[src/rtl/firebird7_in_gate1_tessent_tdr_pkg.sv]
// Shared constants and types for the gate1 w3 data-mux IJTAG TDR.
package firebird7_in_gate1_tessent_tdr_pkg;

    // Default override/functional data width of the gate1 w3 mux.
    localparam int TDR_DATA_W = 3;

    // Scan length: one select bit above the data bits.
    localparam int TDR_LEN = TDR_DATA_W + 1;

    // Position of the select bit inside the scan/update word.
    localparam int SEL_BIT = TDR_DATA_W;

    // Scan/update word as seen by the mux: {select, data}.
    typedef struct packed {
        logic                  select;
        logic [TDR_DATA_W-1:0] data;
    } tdr_word_t;

    // Scan length for an arbitrary data width.
    function automatic int tdr_len(input int width);
        return width + 1;
    endfunction

endpackage

[src/rtl/firebird7_in_gate1_tessent_tdr_data_ctrl.sv]
// IJTAG TDR for the gate1 w3 data mux: captures functional data, shifts on
// the scan path and drives the mux select/override data from an update
// register loaded on the falling edge of ijtag_tck.
module firebird7_in_gate1_tessent_tdr_data_ctrl
    import firebird7_in_gate1_tessent_tdr_pkg::*;
#(
    parameter int               WIDTH        = TDR_DATA_W,
    parameter logic [WIDTH-1:0] RESET_DATA   = {WIDTH{1'b0}},
    parameter logic             RESET_SELECT = 1'b0
) (
    input  logic             ijtag_tck,
    input  logic             ijtag_reset,
    input  logic             ijtag_sel,
    input  logic             ijtag_ce,
    input  logic             ijtag_se,
    input  logic             ijtag_ue,
    input  logic             ijtag_si,
    output logic             ijtag_so,
    input  logic [WIDTH-1:0] functional_data_obs,
    output logic             ijtag_select,
    output logic [WIDTH-1:0] ijtag_data_out
);

    // sr[WIDTH] is the select bit, sr[WIDTH-1:0] the data bits.
    logic [tdr_len(WIDTH)-1:0] sr;
    logic                      upd_select;
    logic [WIDTH-1:0]          upd_data;

    // Capture/shift register; capture has priority over shift, and the
    // current update select is recaptured so it can be read back.
    always_ff @(posedge ijtag_tck or negedge ijtag_reset) begin
        if (!ijtag_reset) begin
            sr <= '0;
        end else if (ijtag_sel && ijtag_ce) begin
            sr <= {upd_select, functional_data_obs};
        end else if (ijtag_sel && ijtag_se) begin
            sr <= {ijtag_si, sr[WIDTH:1]};
        end
    end

    // Update register on the falling edge so outputs settle half a tck
    // after ue is seen, away from the shift edge.
    always_ff @(negedge ijtag_tck or negedge ijtag_reset) begin
        if (!ijtag_reset) begin
            upd_select <= RESET_SELECT;
            upd_data   <= RESET_DATA;
        end else if (ijtag_sel && ijtag_ue) begin
            upd_select <= sr[WIDTH];
            upd_data   <= sr[WIDTH-1:0];
        end
    end

    // Outputs come straight from flops: no retiming, no glitch logic.
    assign ijtag_so       = sr[0];
    assign ijtag_select   = upd_select;
    assign ijtag_data_out = upd_data;

endmodule

[config.mk]
export PLATFORM = sky130hd
export DESIGN_NAME = firebird7_in_gate1_tessent_tdr_data_ctrl
export DESIGN_NICKNAME = d
export VERILOG_FILES = /design/src/rtl/firebird7_in_gate1_tessent_tdr_pkg.sv /design/src/rtl/firebird7_in_gate1_tessent_tdr_data_ctrl.sv
export SDC_FILE = /design/constraint.sdc
export NUM_CORES = 1
export LEC_CHECK = 0
export CAP_MARGIN = 0
export CORE_AREA = 8 8 45 47
export DETAILED_ROUTE_END_ITERATION = 10
export DIE_AREA = 0 0 53 55
export GPL_TIMING_DRIVEN = 0
export MAX_ROUTING_LAYER = met4
export PLACE_DENSITY = 0.55
export SLEW_MARGIN = 5
export SYNTH_ARGS = -nofsm -noshare
export SYNTH_HDL_FRONTEND = slang
export SYNTH_SLANG_ARGS = --single-unit
[constraint.sdc]
create_clock -name ijtag_tck -period 1 [get_ports ijtag_tck]
set_input_delay 0.2 -clock ijtag_tck [delete_from_list [all_inputs] [get_ports ijtag_tck]]
set_output_delay 0.2 -clock ijtag_tck [all_outputs]
set_load 0.01 [all_outputs]
# Word level (Yosys, flattened, before mapping)
# Cells that the tools add are included.
# word_totals
out_inout_bits	5
wordCells	9
reg_bits	8
input_bits	10
# classes
reduce_logical	4
muxes	2
# ops
cell	count
2-to-1 mux 4 bit	2
logical AND 1 bit	3
nonzero test 2 bit	1

# Longest topological paths before layout
# logic_depth
word_depth	3
mapped_depth	4
mapped_depth_nobuf	3

==> impl_metrics.csv <==
group,metric,value,unit
outcome,status,"finished, violations left",
outcome,violations,"negative setup slack",
logic_synthesis,synth_cell_types,8,
timing,fin_ws,-0.489,ns
placed_design,io_buffers,13,
timing,setup_viol,9,
cells_and_area,drive_gt1_frac,0.500,
timing,slew-limit-headroom,0.745,
critical_path,critPathTopFamily,"flip-flops",
global_routing,gr-total-overflow,0,
clocking,path_clk_slew,0.05,ns
clocking,h-tree-depth,1,
routing,drc_errors,0,
power,p_per_area,1820,nW/um^2
clocking,cts-buffers-inserted,3,
critical_path,max_stage_delay,0.40,ns
critical_path,startpoint_type,"flop",
logic_synthesis,yosys_warnings,0,
routing,drt_iter0_markers,3,
critical_path,crit_required,0.80,ns
floorplan,start_util,0.267,
timing,hold_viol_final,0,
power,p_sw_frac,0.268,
floorplan,fp.dieW,53,um
critical_path,crit_buf_inv,1,
critical_path,path_class,"reg2out",
critical_path,worstPathCellList,"buf_2",
timing,worstMarginPinSlew,0.381,ns
routing,num_vias,367,
floorplan,ios,15,
power,seqPwrFrac,0.384,
floorplan,rows,14,
clocking,clock_latency,0.26,ns
timing,slew_violations,0,
global_routing,grt_pass1_wl,1500,um
power,ir_drop,495,uV
routing,drt_pass1_iterations,3,
power,intPower,843,uW
worst_hold_path,holdCritPathClass,"in2async",
routing,drt-wirelength-per-cell,12.6,um
power,clkPwrFrac,0.208,
placed_design,dp_hpwl,653,um
global_routing,grt_pass1_vias,376,
global_routing,grt_max_degree,10,
cells_and_area,nets,72,
critical_path,crit_slowest_cell,"dfrtn_1",
critical_path,end_kind,"output pin",
logic_synthesis,netlist_area,369,um^2
clocking,clockBufferDepth,2,
placed_design,pre_cts_ws,-0.927,ns
timing,rsz0062_at_grt,"true",
power,switchingPower,309,uW
critical_path,reg2reg_from,"ijtag_select",
cells_and_area,area_delta_synth_final,71.5,%
logic_synthesis,synth-seq-cells,8,
run,cap_violations,0,
logic_synthesis,syn_area_per_cell,11.5,um^2
power,power,1.15,mW
power,power_frac_comb,0.407,
clocking,cts_hold_buf,0,
routing,vias_per_cell,4.83,
logic_synthesis,synthCells,32,
logic_synthesis,ys_seq_area_frac,0.542,
critical_path,cp_max_fo,2,
global_routing,gr-usage-all-layers,0.0775,
routing,routed_wl,961,um
logic_synthesis,syn-num-nets,42,
floorplan,die_h,55,um
critical_path,worst_ep_arrival_time,1.29,ns
cells_and_area,fillCellCount,148,
placed_design,dp.cells,61,
cells_and_area,n_antenna_cell,0,
floorplan,core-area,1380,um^2
cells_and_area,fin_cells,76,
clocking,tritoncts,"built",
power,p_leak,0.290,nW
timing,fin_skew,0.0107,ns
routing,ant_nets,0,
floorplan,fp.dieArea,2920,um^2
clocking,cts_root_buf,"clkbuf_4",
clocking,cts_sinks,8,
placed_design,gp_congestion,0.642,
global_routing,antenna_found_initial,0,
critical_path,crit_path_start,"ijtag_data_out[2]",
## registers in the layout, summed over array words and instances, names as in the netlist
| signal | cells |
|---|---|
| sr | 4 |
| ijtag_data_out | 3 |
| ijtag_select | 1 |
## metrics by stage
stage	utilization	hold slack, ns	setup TNS [ns]	instance area [um^2]
2_1_floorplan	-	-0.0956	-1.98	369
3_3_place_gp	0.375	0.457	-8.82	519
3_5_place_dp	0.375	0.463	-8.71	519
4_1_cts	0.416	0.229	-3.39	576
5_1_grt	0.458	0.254	-3.73	633
6_report	0.458	0.236	-3.36	633
## timing repair
action / in CTS / in global routing
setup buffers: 8 / 4
setup endpoints to repair: 13 / 10
resized for setup: 25 / 5
## cell usage after synthesis, drive strengths merged
cell | instances | area (um^2)
nand2 | 3 | 18.8
dfrtn | 4 | 100
nor3 | 12 | 60.1
mux2 | 4 | 60.1
buf | 1 | 5.00
dfrtp | 4 | 100
o22ai | 4 | 25.0
## cell families (layout without fill, tap and decap cells)
| group | after synthesis | in the layout | synth area share |
|---|---|---|---|
| and+or+nand+nor | 15 | 15 | 0.214 |
| DFF | 8 | 8 | 0.542 |
| muxes | 4 | 4 | 0.163 |
| AOI/OAI and AO/OA | 4 | 4 | 0.0678 |
| buffers and inverters | 1 | 29 | 0.0135 |
## layout make-up
class / instances / area (um^2) / area share
plain buffers: 1 / 5.00 / 0.00791
clock buffers: 3 / 22.5 / 0.0356
multi-input cells: 23 / 179 / 0.283
flip-flops and latches: 8 / 200 / 0.316
well taps: 16 / 20.0 / 0.0316
repair buffers: 25 / 206 / 0.326
## routing by layer
layer / global-route usage / share of wire / up-vias / routed length (um)
li1: - / - / 178 / -
met1: 0.0801 / 0.47 / 172 / 455
met2: 0.105 / 0.43 / 15 / 410
met3: 0.0187 / 0.071 / 2 / 68
met4: 0.103 / 0.028 / 0 / 27
met5: - / 0 / - / 0
## worst paths after layout
check                                    endpoint  slack (ns)  cells after the start
worst max-delay path            ijtag_data_out[2]       -0.49                      1
worst min-delay path                        sr[2]        0.24                      1
worst max register to register              sr[3]       -0.31                      3
worst min register to register  ijtag_data_out[0]        0.53                      2
max in group asynchronous       ijtag_data_out[1]        0.08                      1
min in group ijtag_tck                      sr[0]        0.40                      3
## layout by cell type (no fill, tap or decap)
master,n
mux2_4,4
nand2_1,2
buf_6,2
buf_2,4
clkdlybuf4s50_1,5
nor3_1,9
buf_4,12
dlygate4sd2_1,2
nor3_2,3
clkdlybuf4s15_2,1
nand2_4,1
dfrtn_1,4
dfrtp_1,4
o22ai_1,4
clkbuf_4,3
## power by group through the flow
| stage | Clock (mW) | Combinational, mW | Sequential (mW) |
|---|---|---|---|
| floorplan | 0 | 0.119 | 0.483 |
| global placement | 0 | 0.304 | 0.468 |
| detailed placement | 0 | 0.306 | 0.471 |
| CTS | 0.262 | 0.388 | 0.435 |
| global route | 0.269 | 0.515 | 0.452 |
| finish | 0.240 | 0.469 | 0.443 |
Note: power is estimated with default switching activity, not from simulation.
